### config.mk
export PLATFORM = sky130hd
export DESIGN_NAME = decode_stage
export DESIGN_NICKNAME = d
export VERILOG_FILES = /design/src/rtl/decode_stage.sv
export SDC_FILE = /design/constraint.sdc
export NUM_CORES = 1
export LEC_CHECK = 0
export CAP_MARGIN = 20
export CORE_UTILIZATION = 47
export CTS_BUF_LIST = sky130_fd_sc_hd__clkbuf_8
export CTS_CLUSTER_DIAMETER = 80
export DETAILED_ROUTE_END_ITERATION = 10
export PLACE_DENSITY = 0.91
export SLEW_MARGIN = 20
export SYNTH_ARGS = -nofsm -noshare
export SYNTH_HDL_FRONTEND = slang
export SYNTH_SLANG_ARGS = --single-unit
### constraint.sdc
create_clock -name clk -period 3.06 [get_ports clk]
set_clock_uncertainty 0.05 [all_clocks]
set_input_delay 0.459 -clock clk [delete_from_list [all_inputs] [get_ports clk]]
set_output_delay 0.459 -clock clk [all_outputs]
set_load 0.01 [all_outputs]
### src/rtl/decode_stage.sv
// MIPS-subset decode stage: combinational decode feeding one output register, with load-use
// bubble insertion, flush kill and a saturating bubble counter.
module decode_stage #(
  parameter int XLEN      = 32,
  parameter int HAZARD_EN = 1,
  parameter int CNT_W     = 16
) (
  input  logic             clk,
  input  logic             nrst,
  input  logic             in_valid,
  output logic             in_ready,
  input  logic [31:0]      in_inst,
  input  logic [XLEN-1:0]  in_pc,
  input  logic             flush,
  output logic             out_valid,
  input  logic             out_ready,
  output logic [9:0]       out_ctrl,
  output logic [4:0]       out_rs,
  output logic [4:0]       out_rt,
  output logic [4:0]       out_dest,
  output logic [XLEN-1:0]  out_imm,
  output logic [XLEN-1:0]  out_pc,
  output logic [CNT_W-1:0] bubble_cnt
);

  localparam logic [5:0] OP_R    = 6'b000000;
  localparam logic [5:0] OP_ADDI = 6'b001000;
  localparam logic [5:0] OP_ANDI = 6'b001100;
  localparam logic [5:0] OP_ORI  = 6'b001101;
  localparam logic [5:0] OP_SLTI = 6'b001010;
  localparam logic [5:0] OP_LUI  = 6'b001111;
  localparam logic [5:0] OP_BEQ  = 6'b000100;
  localparam logic [5:0] OP_BNE  = 6'b000101;
  localparam logic [5:0] OP_J    = 6'b000010;
  localparam logic [5:0] OP_LW   = 6'b100011;
  localparam logic [5:0] OP_SW   = 6'b101011;

  logic [5:0]      w_op;
  logic [5:0]      w_funct;
  logic [1:0]      w_pc_src;
  logic            w_we, w_alu_src_b, w_reg_dst, w_mem_write, w_mem_to_reg;
  logic [2:0]      w_alu;
  logic [XLEN-1:0] w_imm;
  logic            w_rd_rs, w_rd_rt;
  logic [4:0]      w_dest;
  logic            w_adv, w_hazard;

  logic            r_valid;
  logic [9:0]      r_ctrl;
  logic [4:0]      r_rs, r_rt, r_dest;
  logic [XLEN-1:0] r_imm, r_pc;
  logic [CNT_W-1:0] r_bub;

  assign w_op    = in_inst[31:26];
  assign w_funct = in_inst[5:0];

  always_comb begin
    w_pc_src     = 2'd0;
    w_we         = 1'b0;
    w_alu_src_b  = 1'b0;
    w_reg_dst    = 1'b0;
    w_mem_write  = 1'b0;
    w_mem_to_reg = 1'b0;
    w_alu        = 3'b000;
    w_imm        = '0;
    w_rd_rs      = 1'b1;
    w_rd_rt      = 1'b0;
    case (w_op)
      OP_R: begin
        w_we      = (w_funct != 6'b000000);
        w_reg_dst = 1'b1;
        w_rd_rt   = 1'b1;
        case (w_funct)
          6'b100000: w_alu = 3'b010;
          6'b100010: w_alu = 3'b110;
          6'b100100: w_alu = 3'b000;
          6'b100101: w_alu = 3'b001;
          6'b101010: w_alu = 3'b111;
          default:   w_alu = 3'b000;
        endcase
      end
      OP_ADDI, OP_SLTI: begin
        w_we        = 1'b1;
        w_alu_src_b = 1'b1;
        w_alu       = (w_op == OP_ADDI) ? 3'b010 : 3'b111;
        w_imm       = XLEN'($signed(in_inst[15:0]));
      end
      OP_ANDI, OP_ORI: begin
        w_we        = 1'b1;
        w_alu_src_b = 1'b1;
        w_alu       = (w_op == OP_ANDI) ? 3'b000 : 3'b001;
        w_imm       = XLEN'(in_inst[15:0]);
      end
      OP_LUI: begin
        w_we        = 1'b1;
        w_alu_src_b = 1'b1;
        w_alu       = 3'b011;
        w_imm       = XLEN'({in_inst[15:0], 16'h0000});
        w_rd_rs     = 1'b0;
      end
      OP_BEQ, OP_BNE: begin
        w_pc_src = (w_op == OP_BEQ) ? 2'd1 : 2'd3;
        w_alu    = 3'b110;
        w_imm    = XLEN'($signed(in_inst[15:0]));
        w_rd_rt  = 1'b1;
      end
      OP_J: begin
        w_pc_src = 2'd2;
        w_imm    = XLEN'(in_inst[25:0]);
        w_rd_rs  = 1'b0;
      end
      OP_LW: begin
        w_we         = 1'b1;
        w_alu_src_b  = 1'b1;
        w_mem_to_reg = 1'b1;
        w_alu        = 3'b010;
        w_imm        = XLEN'($signed(in_inst[15:0]));
      end
      OP_SW: begin
        w_alu_src_b = 1'b1;
        w_mem_write = 1'b1;
        w_alu       = 3'b010;
        w_imm       = XLEN'($signed(in_inst[15:0]));
        w_rd_rt     = 1'b1;
      end
      default: ;
    endcase
  end

  assign w_dest = !w_we ? 5'd0 : (w_reg_dst ? in_inst[15:11] : in_inst[20:16]);

  // Only a registered lw with a real destination can stall the instruction behind it.
  assign w_adv    = out_ready || !r_valid;
  assign w_hazard = (HAZARD_EN != 0) && r_valid && r_ctrl[3] && (r_dest != 5'd0) && in_valid &&
                    ((w_rd_rs && (in_inst[25:21] == r_dest)) ||
                     (w_rd_rt && (in_inst[20:16] == r_dest)));
  assign in_ready = nrst && (flush || (w_adv && !w_hazard));

  always_ff @(posedge clk or negedge nrst) begin
    if (!nrst) begin
      r_valid <= 1'b0;
      r_ctrl  <= '0;
      r_rs    <= '0;
      r_rt    <= '0;
      r_dest  <= '0;
      r_imm   <= '0;
      r_pc    <= '0;
      r_bub   <= '0;
    end else if (flush) begin
      r_valid <= 1'b0;
    end else if (w_adv) begin
      if (w_hazard) begin
        r_valid <= 1'b0;
        if (r_bub != '1) r_bub <= r_bub + CNT_W'(1);
      end else if (in_valid) begin
        r_valid <= 1'b1;
        r_ctrl  <= {w_pc_src, w_we, w_alu_src_b, w_reg_dst, w_mem_write, w_mem_to_reg, w_alu};
        r_rs    <= in_inst[25:21];
        r_rt    <= in_inst[20:16];
        r_dest  <= w_dest;
        r_imm   <= w_imm;
        r_pc    <= in_pc;
      end else begin
        r_valid <= 1'b0;
      end
    end
  end

  assign out_valid  = r_valid;
  assign out_ctrl   = r_ctrl;
  assign out_rs     = r_rs;
  assign out_rt     = r_rt;
  assign out_dest   = r_dest;
  assign out_imm    = r_imm;
  assign out_pc     = r_pc;
  assign bubble_cnt = r_bub;

endmodule

==> results.md <==
* Status: completed
* Worst-path cell chain: or4_4 -> o2111ai_2 -> nor4_1 -> a41oi_2 -> a21oi_1 -> nor2b_1 -> dlygate4sd2_1
* Hold Slack at 0.124 ns
* Overflow left after global routing at 0
* Post-synth top area cell: dfrtp_1
* Nets at approximately 700
* DIE AREA at between 0.01 and 0.015 mm^2
* Core footprint at between 0.01 and 0.015 mm^2
* Power Internal at 0.00251 W
* Final period util at 94.8%
* Worst path top cell family by delay: simple AND/OR/NAND/NOR gates
* Final worst setup slack at around 0.16 ns
* Syn nets at 514
* Synth Cell Area at around 0.0050 mm^2
* Global-route wire length before repair at between 20000 and 25000 um
* Port Buf Inserts at about 180
* Most frequent cell after synthesis: dfrtp_1
* Synth top area cells: dfrtp_1, mux2_4, nand2_1
* CTS root buf: clkbuf_8
* Total power per unit cell area at approximately 470 mW/mm^2
* Filler Cell Count at around 760
* Combinational Power Share at approximately 25%
* Leakage at ~3.3 nW
* Nature of the critical path endpoint: primary output
* Worst slew pin tran at 0.897 ns
* Seq/Total Area, Yosys at a little over half
* Seq pwr share at between 40 and 50%
* CP Buf/Inv Count at 1
* Die Y-Extent at 105 um
* Yosys warns at 0
* Worst-path clk slew at approximately 0.10 ns
* Slowest CP cell: or4_4
* Initial antenna violation count at 0
* ANT cells at 0
* Clock Power Share at about 28%
* Critical path class: reg2out
* Initial Utilization at 48.5%
* WL final at 13900 um
* Asr flop ratio synth at 100%
* Number of synthesized register bits at 106
* P&R area growth vs syn at 45.3%
* Total power at around 0.0034 W
* Postcts setup bufs at 0
* Worst stage delay on the critical path at roughly 0.57 ns
* WL/cell at 17.8 um
* Finished Core Util at a little over two thirds
* Tmin final at slightly below 3 ns
* Die W at 105 um
* Min-delay worst type: in2async
* 1st-pass router iterations at 4
* VDD IR-drop max at between 0.2 and 0.25 mV
* EDFF count, synth at 0
* Clk sinks at between 100 and 150
* Clk_lat worst skew at around 0.37 ns
* Max Clk Rate at 345 MHz
* Final setup TNS at 0 ns
* Hold buffers post-CTS at 0
* Placer Congestion at between 0.8 and 0.9
* Largest net degree at the start of global routing at between 90 and 100
* Sw Share at between 20% and 30%
* # IOs at between 150 and 200
* Proportion of layout cells with a drive suffix above 1 at 16.7%
* Max-slew violation count at 0
* Synth Flop Type: dfrtp_1
* Total GRT Usage at approximately a quarter
* Critical Path RT at roughly 2.6 ns
* Max cap viols at 0
* DRC viols at 0
* Via/cell ratio at around 5.4
* Startpoint Class: flop
* RSZ-0062 raised after global routing: false
* Pre-CTS worst setup slack at -0.0750 ns
* H-tree depth at 3
* Net Sw Power at slightly above 0.0009 W
* ANT nets after route at 0
* Dpl hpwl at a little over 10000 um
* Worst EP arrival at 2.39 ns
* Cell Rows at 37
* CP max FO at 3
* Avg Cell Area, Syn at between 10 and 15 um^2
* Cts bufs inserted at 9
* 1st-iter DRT viols at 210
* Top cells by count, synth: dfrtp_1, nand2_1, mux2_4, o21ai_1, xor2_1
* # setup viols final at 0
* Relative slew slack at 40.2%
* Top cell type's share of synthesized area at between 50% and 60%
* Vias in the first global route at approximately 4300
* DR vias at approximately 4200
* Fin. Hold Viols at 0
* Library cells used by synthesis at ~50
* Max clock buf depth at 2
* CTS tree: yes
* Synth Instances at between 400 and 500
## layout by cell type, fill, tap and decap left out, types with 3 or more instances in the layout
cell type and instances:
clkdlybuf4s50_1 173, dfrtp_1 106, nand2_1 75, mux2_4 43, buf_4 37, o21ai_1 32, xor2_1 15, nor3_1 12
nor2_1 12, o21ai_0 12, xnor2_1 11, a21oi_1 11, nand3_1 10, a221oi_1 10, clkbuf_8 9, nor4_1 7
mux2i_1 5, o31ai_1 5, nor2b_1 4, and3_1 4, nand4_1 4, nor3b_1 4, nand2b_1 3, inv_1 3
## path summary, 6_finish.rpt
kind	from	endpoint	slack (ns)	cells after the start
max in group asynchronous	nrst	bubble_cnt[3]$_DFFE_PN0P_	2.07	2
min reg2reg	out_imm[6]$_DFFE_PN0P_	out_imm[6]$_DFFE_PN0P_	0.45	2
max reg2reg	out_dest[1]$_DFFE_PN0P_	out_pc[14]$_DFFE_PN0P_	0.37	7
max	out_dest[1]$_DFFE_PN0P_	in_ready	0.16	7
min in group clk	out_imm[6]$_DFFE_PN0P_	out_imm[6]$_DFFE_PN0P_	0.45	2
min	nrst	out_imm[14]$_DFFE_PN0P_	0.12	2
## cells by family (layout without fill, tap and decap cells)
kind of cell | after synthesis | in the layout | share of synthesized area (%)
muxes | 49 | 49 | 14.1
and+or+nand+nor | 146 | 146 | 13.8
buffers and inverters | 30 | 231 | 3.63
DFF | 106 | 106 | 52.8
AOI/OAI and AO/OA | 86 | 86 | 11.0
xor gates and xnor gates | 26 | 26 | 4.53
adders and majority gates | 1 | 1 | 0.249
## area by class of cell
type / count / area, um^2 / area share [%]
Sequential cell: 106 / 2650 / 36.3
Tap cell: 136 / 170 / 2.33
Multi-Input combinational cell: 308 / 2210 / 30.2
Timing Repair Buffer: 212 / 2040 / 27.9
Inverter: 3 / 11.3 / 0.154
Clock inverter: 7 / 100 / 1.37
Clock buffer: 9 / 124 / 1.70
## registers in the layout (all words and copies together) (netlist names)
register    cells
out_rs          5
out_valid       1
out_imm        32
bubble_cnt     16
out_rt          5
out_dest        5
out_pc         32
out_ctrl       10
## metrics by stage
stage | cells | area [um^2]
2_1_floorplan | 444 | 5030
3_3_place_gp | 765 | 7070
3_5_place_dp | 765 | 7070
4_1_cts | 781 | 7300
5_1_grt | 781 | 7300
6_report | 781 | 7300
## worst register-to-register path: stages, from the launching register on
cell and delay (ns):
dfrtp_1 0.40, or4_4 0.57, o2111ai_2 0.23, nor4_1 0.12
buf_4 0.14, or3_4 0.41, buf_12 0.23, mux2_4 0.44
## power by group through the flow
stage / registers, W / logic, W / clock network (W)
final: 0.00161 / 0.000838 / 0.000972
after global routing: 0.00163 / 0.000890 / 0.00104
after CTS: 0.00161 / 0.000845 / 0.000993
after detailed placement: 0.00164 / 0.000838 / 0
after global placement: 0.00163 / 0.000819 / 0
after floorplan: 0.00169 / 0.000289 / 0
## metal layers
layer,vias up,track usage (%),part of all wire (%)
li1,1957,-,-
met1,2076,31.8,41
met2,177,43.9,50
met3,29,5.44,6.3
met4,0,11.4,2.8
met5,-,0,0
## repair_timing
action                                  4_1_cts  5_1_grt
endpoints found under the setup margin        1        0
gates resized for setup                       3        0
hold endpoints to repair                      0        0
Note: power is estimated with default switching activity, not from simulation.
